## src/rtl/regfile_mp.sv

```systemverilog
// -----------------------------------------------------------------------------
// regfile_mp -- multi-ported integer register file with scoreboard bits and a
// self-clearing start-up / re-zero sequence.
//
// After reset (or a clear_i pulse) the file walks indices 1..NREGS-1 writing
// zero, one per cycle, with busy_o high. Only then does it accept writes and
// reservations. Index 0 is hardwired to zero and is always ready in RUN.
//
// Ports:
//   clk_i              clock, all state changes on the rising edge
//   rst_i              asynchronous active-high reset
//   clear_i            pulse: re-zero the whole file (taken in RUN only)
//   we_i/selRd_i/rd_i  write port
//   reserve_i/selRes_i mark a register pending (in-flight producer)
//   selRs1_i/selRs2_i  read indices
//   rs1_o/rs2_o        combinational read data
//   rs1Rdy_o/rs2Rdy_o  read index has no pending producer
//   busy_o             clear sequence in progress
//
// Build option:
//   REGFILE_BYPASS_EN  when defined, a RUN write is forwarded to a read of the
//                      same index in the same cycle.
// -----------------------------------------------------------------------------
module regfile_mp #(
    parameter int unsigned XLEN  = 32,
    parameter int unsigned NREGS = 32
) (
    input  logic                     clk_i,
    input  logic                     rst_i,
    input  logic                     clear_i,
    input  logic                     we_i,
    input  logic [$clog2(NREGS)-1:0] selRd_i,
    input  logic [XLEN-1:0]          rd_i,
    input  logic                     reserve_i,
    input  logic [$clog2(NREGS)-1:0] selRes_i,
    input  logic [$clog2(NREGS)-1:0] selRs1_i,
    input  logic [$clog2(NREGS)-1:0] selRs2_i,
    output logic [XLEN-1:0]          rs1_o,
    output logic [XLEN-1:0]          rs2_o,
    output logic                     rs1Rdy_o,
    output logic                     rs2Rdy_o,
    output logic                     busy_o
);

    localparam int unsigned SELW = $clog2(NREGS);

    typedef enum logic {
        CLEAR = 1'b0,
        RUN   = 1'b1
    } state_t;

    state_t            state_q, state_d;
    logic [SELW-1:0]   cnt_q, cnt_d;
    logic [XLEN-1:0]   regs_q [NREGS];
    logic [NREGS-1:0]  pending_q;

    logic              run;
    logic              wr_en;
    logic              res_en;

    // Qualified requests: nothing but reads is honoured outside RUN, and a
    // clear request in RUN swallows the write issued alongside it.
    assign run    = (state_q == RUN);
    assign wr_en  = run && we_i && !clear_i && (selRd_i != '0);
    assign res_en = run && reserve_i && !clear_i && (selRes_i != '0);
    assign busy_o = (state_q == CLEAR);

    // State and clear-counter registers.
    always_ff @(posedge clk_i or posedge rst_i) begin
        if (rst_i) begin
            state_q <= CLEAR;
            cnt_q   <= SELW'(1);
        end else begin
            state_q <= state_d;
            cnt_q   <= cnt_d;
        end
    end

    // Next-state logic: CLEAR walks the counter up to NREGS-1, then RUN.
    always_comb begin
        state_d = state_q;
        cnt_d   = cnt_q;
        unique case (state_q)
            CLEAR: begin
                if (cnt_q == SELW'(NREGS - 1)) begin
                    state_d = RUN;
                    cnt_d   = SELW'(1);
                end else begin
                    cnt_d   = cnt_q + SELW'(1);
                end
            end
            RUN: begin
                if (clear_i) begin
                    state_d = CLEAR;
                    cnt_d   = SELW'(1);
                end
            end
            default: begin
                state_d = CLEAR;
                cnt_d   = SELW'(1);
            end
        endcase
    end

    // Storage: no reset on the data, the clear sequence zeroes it instead.
    always_ff @(posedge clk_i) begin
        regs_q[0] <= '0;
        if (state_q == CLEAR) begin
            regs_q[cnt_q] <= '0;
        end else if (wr_en) begin
            regs_q[selRd_i] <= rd_i;
        end
    end

    // Pending bits: a write retires the producer, a reservation in the same
    // cycle is applied last so it wins.
    always_ff @(posedge clk_i or posedge rst_i) begin
        if (rst_i) begin
            pending_q <= '0;
        end else if (!run || clear_i) begin
            pending_q <= '0;
        end else begin
            if (wr_en) begin
                pending_q[selRd_i] <= 1'b0;
            end
            if (res_en) begin
                pending_q[selRes_i] <= 1'b1;
            end
        end
    end

    // Read port 1.
    always_comb begin
        rs1_o    = '0;
        rs1Rdy_o = 1'b0;
        if (run) begin
            if (selRs1_i == '0) begin
                rs1Rdy_o = 1'b1;
            end else begin
                rs1_o    = regs_q[selRs1_i];
                rs1Rdy_o = !pending_q[selRs1_i];
`ifdef REGFILE_BYPASS_EN
                if (wr_en && (selRd_i == selRs1_i)) begin
                    rs1_o    = rd_i;
                    rs1Rdy_o = !(res_en && (selRes_i == selRs1_i));
                end
`endif
            end
        end
    end

    // Read port 2.
    always_comb begin
        rs2_o    = '0;
        rs2Rdy_o = 1'b0;
        if (run) begin
            if (selRs2_i == '0) begin
                rs2Rdy_o = 1'b1;
            end else begin
                rs2_o    = regs_q[selRs2_i];
                rs2Rdy_o = !pending_q[selRs2_i];
`ifdef REGFILE_BYPASS_EN
                if (wr_en && (selRd_i == selRs2_i)) begin
                    rs2_o    = rd_i;
                    rs2Rdy_o = !(res_en && (selRes_i == selRs2_i));
                end
`endif
            end
        end
    end

endmodule

```

## config.mk

```make
export PLATFORM = sky130hd
export DESIGN_NAME = regfile_mp
export DESIGN_NICKNAME = d
export VERILOG_FILES = /design/src/rtl/regfile_mp.sv
export SDC_FILE = /design/constraint.sdc
export NUM_CORES = 1
export LEC_CHECK = 0
export CELL_PAD_IN_SITES_DETAIL_PLACEMENT = 1
export CELL_PAD_IN_SITES_GLOBAL_PLACEMENT = 1
export CORE_ASPECT_RATIO = 1.2
export CORE_MARGIN = 1.5
export CORE_UTILIZATION = 40
export DETAILED_ROUTE_END_ITERATION = 10
export DONT_BUFFER_PORTS = 1
export PLACE_DENSITY = 0.6
export SLEW_MARGIN = 30
export SYNTH_ARGS = -nofsm -noshare
export SYNTH_HDL_FRONTEND = slang
export SYNTH_SLANG_ARGS = --single-unit
```

## constraint.sdc

```tcl
create_clock -name clk_i -period 10.8 [get_ports clk_i]
set_clock_uncertainty 0.15 [all_clocks]
set_input_delay 2.16 -clock clk_i [delete_from_list [all_inputs] [get_ports clk_i]]
set_output_delay 2.16 -clock clk_i [all_outputs]
set_load 0.02 [all_outputs]
```

==> impl_results.md, run 1 <==
* Status: complete, no violations
* First-pass GRT wire length at 220600 um
* Cell count of the worst hold path at 1
* Min Tclk post-route at 7276 ps
* Fin Setup TNS at 0 ps
* # fillers at 11240
* Die area at 126100 um^2
* PwrDens at 193.8 nW/um^2
* Area grow syn2layout at 11.47%
* Worst hold path endpoint: pending_q[0]
* Share of cells above drive strength 1 at 0.3791
* Syn Inst Count at 2381
* Required @ worst endpoint at 8490 ps
* Input/output buffers at 0
* CP max FO at 267
* Die Span X at 324.4 um
* Final Core Density at 0.4495
* Worst skew pair latency at 710 ps
* Final setup viols at 0
* Clk Tree Root Cell: clkbuf_16
* Drt via density at 6.337
* Post-synth cell types at 48
* Yosys warning count at 0
* Critical R2R Launch: run
* Synth Area per Inst at 20.82 um^2
* Crit-path cells: or2_1 -> nor4_1 -> or3_2 -> buf_4 -> o21ai_1
* CTS tree: done
* Design Power at 10.71 mW
* Area of the core at 123000 um^2
* Reg2reg end: regs_q[26][3]
* Final worst path period share at 0.6737
* Leak Pwr at 17.60 nW
* Startpoint types: input port
* Drt initial violations at 2451
* R2R depth at 7
* Final worst slack at 3524 ps
* Slowest CP cell: buf_4
* Pins Over Slew Limit at 0
* Ys flop type: edfxtp_1
* Post-synth EDFFs at 992
* Max-slew headroom at 0.09799
* Clk buf depth at 3
* Maximum VDD drop at 0.1369 mV
* Number of setup buffers added after CTS at 0
* First-pass detailed-route iteration total at 5
* Routed via count at 26240
* Die Ht at 388.7 um
* WP buf/inv at 1
* Crit-path leading delay family: simple AND/OR/NAND/NOR gates
* Grt ovf at 0
* FF+latch count, synth at 1062
* Hold WC Path Type: register to register
* Wire per inst at 37.26 um
* DRT antenna net count at 0
* Std-Cell Rows at 141
* CTS Buf Count at 115
* Worst path max stage delay at 640 ps
* Hold Path Origin: pending_q[0]
* F_max at 137.4 MHz
* Hold bufs inserted after CTS at 0
* Hpwl dp at 80690 um
* Total track usage at 0.2485
* Cts repair resizes at 0
* Crit path DAT at 4970 ps
* Ys async rst share at 0.03578
* Setup crit end kind: output port
* Least-Margin Pin Slew at 1353 ps
* I/O Pins at 124
* Pin count of the biggest net entering global routing at 268
* WL final at 154200 um
* Num Clock Sinks at 1062
* Placer's final routability congestion estimate at 0.7973
* Worst-path clk slew at 60 ps
* Mapped Area at 49580 um^2
* Drc violations at 0
* H-Tree Level Count at 3
* RSZ-0062 raised after global routing: false
* Initial antenna violation count at 14
* Hold Vio Cnt, Final at 0
* CP Class: input port to output port
* Setup slack, reg-to-reg at 6300 ps
* Max-Cap Viols at 0
* Nets at 2451
* Initial Util at 0.4032
* Number of global-route vias before repair at 28460
* DP Worst Slack at 3761 ps
* Sequential share of the synthesized area at 0.6329
==> worst reg2reg max path, cell delays in order, from the launching register on <==
cell	delay [ps]
dfrtp_4	680
nand2b_1	100
buf_4	250
a211oi_4	200
buf_4	590
mux2i_1	450
nor3_2	940
buf_4	720
==> sequential cells by signal (all words and copies together), names as in the netlist <==
name	cells
run	1
pending_q	32
regs_q	1024
cnt_q	5
==> worst max path at each step <==
stage / from / end / slack, ps / cells after the start
final: selRs1_i[0] / rs1_o[11] / 3520 / 5
after global routing: selRs1_i[0] / rs1_o[11] / 3680 / 5
after CTS: selRs2_i[4] / rs2_o[11] / 3770 / 5
after detailed placement: selRs2_i[4] / rs2_o[11] / 3760 / 5
after global placement: selRs2_i[4] / rs2_o[11] / 3810 / 5
after floorplan: selRs1_i[0] / rs1Rdy_o / 4580 / 8
==> per-layer routing <==
layer	share of wire	global-route usage
met1	0.38	0.3195
met2	0.53	0.4359
met3	0.063	0.03945
met4	0.025	0.07025
met5	0.000071	0
==> cell usage in the layout, fill, tap and decap left out, types with 33 or more instances in the layout <==
cell type	Yosys	final
nand2_1	34	34
dfrtp_1	37	36
o21ai_0	33	33
edfxtp_1	992	992
inv_1	75	73
buf_4	24	39
clkbuf_16	0	116
o21ai_1	64	61
nand3_1	74	74
mux4_2	652	652
==> through the flow <==
stage                     hold slack, ps  cells  cell area (um^2)
final                              385.6   4140             55270
after global routing               408.4   4136             55260
after CTS                          390.9   4132             55200
after detailed placement           360.2   3917             51400
after global placement             340.9   3916             51350
after floorplan                    316.6   2412             49700
==> power by group <==
part           switching, mW  internal (mW)
registers              0.159           4.91
logic                   1.03          0.573
clock network           1.68           2.35
==> synthesized netlist by cell type, types with 2 or more instances <==
library cell	number	area (um^2)
a31o_2	2	17.52
or3_1	3	18.77
dfxtp_1	32	640.6
and3_1	5	31.28
inv_1	75	281.5
nand3_1	74	370.4
o22ai_1	2	12.51
nand3b_1	2	15.01
nor2_1	39	146.4
a22oi_1	5	37.54
nand2b_1	5	31.28
o221ai_1	2	17.52
buf_4	24	180.2
clkinv_1	5	18.77
o21ai_0	33	165.2
buf_1	20	75.07
nor2b_1	8	50.05
mux4_2	652	14680
nor4_1	5	31.28
nand4_1	2	12.51
a32oi_1	2	17.52
ha_1	2	25.02
dfrtp_1	37	925.9
nor3_1	10	50.05
nand2_1	34	127.6
o211ai_1	7	52.55
o31a_1	3	26.28
buf_2	47	235.2
or4_1	3	22.52
or2_1	2	12.51
a22o_1	2	17.52
clkbuf_1	72	270.3
o21ai_1	64	320.3
a31oi_1	5	31.28
buf_6	16	180.2
mux2i_1	19	190.2
and2_1	34	212.7
a21oi_1	25	125.1
edfxtp_1	992	29790
mux2_2	2	22.52
==> area by class of cell <==
type | instances | area (um^2) | area share
Multi-Input combinational cell | 1091 | 17370 | 0.3143
Inverter | 80 | 310.3 | 0.005614
Tap cell | 1644 | 2057 | 0.03722
Clock buffer | 146 | 3045 | 0.05510
Timing Repair Buffer | 42 | 330.3 | 0.005976
Sequential cell | 1062 | 31390 | 0.5678
Clock inverter | 69 | 754.5 | 0.01365
Antenna cell | 6 | 15.01 | 0.0002716
==> logic make-up (layout without fill, tap and decap cells) <==
logic type | after synthesis | in the layout | synth area share
adders and majority gates | 2 | 2 | 0.0005046
DFF | 1062 | 1062 | 0.6329
muxes | 673 | 673 | 0.3004
xor gates and xnor gates | 1 | 1 | 0.0001767
and+or+nand+nor | 229 | 229 | 0.02347
AOI/OAI and AO/OA | 154 | 154 | 0.01739
buffers and inverters | 259 | 337 | 0.02503
other | 1 | 38 | 0.00007563
Power figures use the tool's default switching activity.
==> run 2: changes to the inputs <==
- clock period: 10.8 -> 7.4 ns (I/O delays scaled with it)
==> run 2 against run 1 <==
Cell count increased by 0.22%; critical path depth increased by 1; non-clock buffer count increased by 23; critical endpoint is now rs1_o[10]; first-iteration DRC count decreased by 0.94%; clock power increased by 38%; die area unchanged; combinational power increased by 48%; critical path type unchanged; setup slack got worse by 2000 ps.
==> impl_results.md, run 2 (same netlist as run 1, synthesis figures left out) <==
* Area grow syn2layout at 11.58%
* I/O Pins at 124
* Clk Tree Root Cell: clkbuf_16
* Drc violations at 0
* Pin count of the biggest net entering global routing at 268
* Status: complete, no violations
* Hold WC Path Type: register to register
* Std-Cell Rows at 141
* Final setup viols at 0
* Final Non-Filler Cells at 4149
* First-pass detailed-route iteration total at 5
* Hold bufs inserted after CTS at 0
* Die Span X at 324.4 um
* Leak Pwr at 17.66 nW
* Die area at 126100 um^2
* Seq pwr share at 0.482
* Commonest non-fill, non-tap cell in the layout: edfxtp_1
* P_int at 11.22 mW
* # fillers at 11190
* Most frequent cells in the layout: edfxtp_1, mux4_2, clkbuf_16, nand3_1, inv_1
* Max-Cap Viols at 0
* CTS tree: done
* Crit-path leading delay family: multiplexers
* Wire per inst at 36.85 um
* PwrDens at 277.6 nW/um^2
* RSZ-0062 raised after global routing: false
* Hpwl dp at 86690 um
* Required @ worst endpoint at 5770 ps
* F_max at 170.8 MHz
* Max reg flops at 1024
* Drt initial violations at 2428
* Placed insts at 3936
* Crit-path cells: buf_16 -> buf_16 -> mux4_2 -> mux4_2 -> inv_1 -> o21ai_1
* Worst skew pair latency at 690 ps
* First-pass GRT wire length at 218400 um
* H-Tree Level Count at 3
* CP max FO at 78
* Input/output buffers at 0
* Final Core Density at 0.4499
* Startpoint types: input port
* Min Tclk post-route at 5854 ps
* CP Class: input port to output port
* Grt ovf at 0
* Slowest CP cell: mux4_2
* Least-Margin Pin Slew at 1104 ps
* Setup crit end kind: output port
* Biggest regs: regs_q (1024), pending_q (32), cnt_q (5)
* Initial Util at 0.4032
* Sw power at 4.137 mW
* Placer's final routability congestion estimate at 0.8552
* Sw Share at 0.2694
* Drt via density at 6.333
* Num Clock Sinks at 1062
* Final Instance Area at 55330 um^2
* Setup slack, reg-to-reg at 3430 ps
* WP buf/inv at 3
* Cts repair resizes at 0
* Design Power at 15.36 mW
* DRT antenna net count at 0
* Combinational share of power at 0.155
* Nets at 2469
* Fin Setup TNS at 0 ps
* Pins Over Slew Limit at 0
* WL final at 152900 um
* Post-Place Cell Area at 51630 um^2
* Maximum VDD drop at 0.2289 mV
* Hold Vio Cnt, Final at 0
* Worst-path clk slew at 60 ps
* Number of setup buffers added after CTS at 0
* Largest Register: regs_q
* Worst path max stage delay at 600 ps
* Max-slew headroom at 0.2642
* Routed via count at 26280
* Initial antenna violation count at 3
* Total track usage at 0.2450
* Number of global-route vias before repair at 28770
* Area of the core at 123000 um^2
* Crit path DAT at 4220 ps
* Clk pwr share at 0.363
* Final worst path period share at 0.7910
* CTS Buf Count at 110
* Die Ht at 388.7 um
* Share of cells above drive strength 1 at 0.3742
* Clk buf depth at 3
-- run 2: cell count changes in the layout (fill, tap and decap cells not counted), moves of 5 or more --
cell	previous run	this run
diode_2	6	1
bufinv_16	15	9
and2_2	32	17
and2_1	2	17
buf_4	39	53
clkbuf_1	27	21
clkinv_1	22	33
-- run 2: through the flow --
step / hold WS (ps) / worst slack, ps
after global placement: 338.0 / 1896
after detailed placement: 350.3 / 2167
after CTS: 366.3 / 2172
after floorplan: 316.6 / 2188
after global routing: 388.7 / 1428
final: 366.3 / 1546
-- run 2: area by class of cell --
| cell class | instances | area [um^2] | share of cell area |
|---|---|---|---|
| sequential | 1062 | 31390 | 0.5673 |
| tap | 1644 | 2057 | 0.03718 |
| inverter | 80 | 312.8 | 0.005654 |
| clock inverter | 64 | 534.3 | 0.009657 |
| multi-input combinational | 1091 | 17360 | 0.3138 |
| clock buffer | 142 | 3039 | 0.05493 |
| antenna | 1 | 2.502 | 0.00004523 |
| timing repair buffer | 65 | 633.1 | 0.01144 |
-- run 2: metal layers --
metal	part of all wire	track usage	up-vias	wire (um)
met3	0.061	0.04037	236	9366
met2	0.51	0.4178	1002	78360
met1	0.39	0.3157	14700	59660
met5	0	0	-	0
met4	0.036	0.09142	0	5523
li1	-	-	10330	-
-- run 2: power by group through the flow --
stage / Sequential (mW) / Clock (mW) / Combinational (mW)
2_1_floorplan: 7.43 / 0 / 1.52
3_3_place_gp: 7.51 / 0 / 2.23
3_5_place_dp: 7.52 / 0 / 2.34
4_1_cts: 7.40 / 5.68 / 2.35
5_1_grt: 7.45 / 5.85 / 2.48
6_report: 7.40 / 5.57 / 2.38
-- run 2: worst paths after layout --
| path | startpoint | endpoint | cells after the start |
|---|---|---|---|
| min in group asynchronous | rst_i | pending_q[16] | 2 |
| setup / recovery | selRs1_i[0] | rs1_o[10] | 6 |
| hold / removal | pending_q[0] | pending_q[0] | 1 |
| hold reg to reg | pending_q[0] | pending_q[0] | 1 |
| max in group asynchronous | rst_i | run | 2 |
| setup reg to reg | run | regs_q[15][8] | 6 |
==> run 3: changes to the inputs <==
- PLACE_DENSITY: 0.6 -> 0.62
- clock period: 7.4 -> 5 ns (I/O delays scaled with it)
==> run 3 against run 2 <==
Critical endpoint is now rs1_o[4]; count of clock-buffer cells in the layout rose by 20; cell count grew 0.67%; register-to-register slack got worse by 2300 ps; final area rose by 1.0%; clock power increased by 59%; highest routed layer is now met5; wire length hardly changed; setup slack got worse by 1400 ps; largest cell class unchanged; hold slack got worse by 180 ps; utilization increased by 0.47 points; global-route usage down 0.29 points.
==> impl_results.md, run 3 (same netlist as run 1, synthesis figures left out) <==
* Status: complete, no violations
* Final Non-Filler Cells at 4177
* CTS Buf Count at 114
* Max reg flops at 1024
* Max-slew headroom at 0.1805
* R2R depth at 6
* WL final at 152900 um
* H-Tree Level Count at 3
* Crit-path leading delay family: buffers and inverters
* # fillers at 11280
* First-pass detailed-route iteration total at 5
* Min Tclk post-route at 4826 ps
* Final worst path period share at 0.9652
* Crit path DAT at 3680 ps
* Final Instance Area at 55900 um^2
* Least-Margin Pin Slew at 1229 ps
* Pins Over Slew Limit at 0
* WP buf/inv at 3
* Total track usage at 0.2420
* Drc violations at 0
* CTS tree: done
* Fin Setup TNS at 0 ps
* Number of setup buffers added after CTS at 0
* Commonest non-fill, non-tap cell in the layout: edfxtp_1
* Wire per inst at 36.60 um
* Drt initial violations at 2888
* Die area at 126100 um^2
* Critical R2R Launch: run
* Startpoint types: input port
* Post-Place Cell Area at 51770 um^2
* CP max FO at 55
* Cts repair resizes at 0
* Largest Register: regs_q
* Hold_ws at 188.0 ps
* Crit-path cells: buf_16 -> buf_16 -> clkbuf_16 -> mux4_2 -> mux4_2 -> nand3_1 -> o21ai_1
* Clk Tree Root Cell: clkbuf_16
* Die Ht at 388.7 um
* Leak Pwr at 17.93 nW
* DRT antenna net count at 0
* Number of global-route vias before repair at 28880
* Routed via count at 26510
* Met3 wire length at 8351 um
* Met2 WL at 80190 um
* Reg2reg end: regs_q[7][30]
* First-pass GRT wire length at 217100 um
* Required @ worst endpoint at 3850 ps
* Maximum VDD drop at 0.2986 mV
* CP Class: input port to output port
* Biggest regs: regs_q (1024), pending_q (32), cnt_q (5)
* Std-Cell Rows at 141
* Pin count of the biggest net entering global routing at 268
* Worst-path clk slew at 60 ps
* Num Clock Sinks at 1062
* Initial Util at 0.4032
* Slowest CP cell: mux4_2
* Share of cells above drive strength 1 at 0.3852
* Placed insts at 3951
* Clk buf depth at 3
* Hpwl dp at 84860 um
* Die Span X at 324.4 um
* Placer's final routability congestion estimate at 0.8446
* Top Layer Used: met5
* I/O Pins at 124
* Initial antenna violation count at 6
* Most frequent cells in the layout: edfxtp_1, mux4_2, clkbuf_16, nand3_1, inv_1
* Hold bufs inserted after CTS at 0
* Worst skew pair latency at 690 ps
* RSZ-0062 raised after global routing: false
* Met1 wire length at 59620 um
* Grt ovf at 0
* F_max at 207.2 MHz
* Setup crit end kind: output port
* Area grow syn2layout at 12.75%
* Nets at 2489
* Worst path max stage delay at 570 ps
* Final setup viols at 0
* Hold WC Path Type: input port to async pin
* Hold Vio Cnt, Final at 0
* PwrDens at 417.7 nW/um^2
* Drt via density at 6.347
* Input/output buffers at 0
* Area of the core at 123000 um^2
* Setup slack, reg-to-reg at 1180 ps
* Max-Cap Viols at 0
-- run 3: cell types whose count changed in the layout (fill, tap and decap cells not counted), sizes merged --
cell and change:
clkinvlp +2, buf +12, clkinv -15, bufinv +5
inv -1, diode +1, clkbuf +24
-- run 3: where the power goes --
part | leakage, nW | internal (mW) | switching (mW)
clock | 1.92 | 5.24 | 3.59
sequential | 10.2 | 10.6 | 0.328
combinational | 5.83 | 1.29 | 2.29
total | 17.9 | 17.1 | 6.21
-- run 3: per-stage QoR --
| step | power, mW | util | setup WS [ps] |
|---|---|---|---|
| global route | 24.00 | 0.4546 | 26.69 |
| detailed placement | 14.64 | 0.4210 | 688.1 |
| floorplan | 13.24 | - | 267.7 |
| global placement | 14.48 | 0.4209 | 716.2 |
| CTS | 23.44 | 0.4529 | 541.9 |
| finish | 23.35 | 0.4546 | 174.1 |
-- run 3: metal layers --
metal,vias up,global-route usage
li1,10410,-
met1,14860,0.3126
met2,1004,0.4247
met3,241,0.03189
met4,2,0.07580
met5,-,0
-- run 3: how the worst max path moves through the flow --
stage                          endpoint   startpoint  depth (start not counted)  slack [ps]
after floorplan           regs_q[26][0]      clear_i                          5         270
after CTS                     rs2_o[26]          run                          3         540
final                          rs1_o[4]  selRs1_i[0]                          7         170
after detailed placement      rs2_o[26]  selRs2_i[0]                          4         690
after global routing           rs1_o[0]  selRs1_i[0]                          7          30
after global placement        rs2_o[29]  selRs2_i[0]                          4         720
-- run 3: area by class of cell --
| class | count | area, um^2 | area share |
|---|---|---|---|
| diodes | 2 | 5.005 | 0.00008953 |
| clock buffers | 162 | 3256 | 0.05824 |
| clock inverters | 55 | 669.4 | 0.01197 |
| inverters | 80 | 310.3 | 0.005551 |
| multi-input cells | 1091 | 17340 | 0.3103 |
| flip-flops and latches | 1062 | 31390 | 0.5614 |
| well taps | 1644 | 2057 | 0.03680 |
| repair buffers | 81 | 875.8 | 0.01567 |
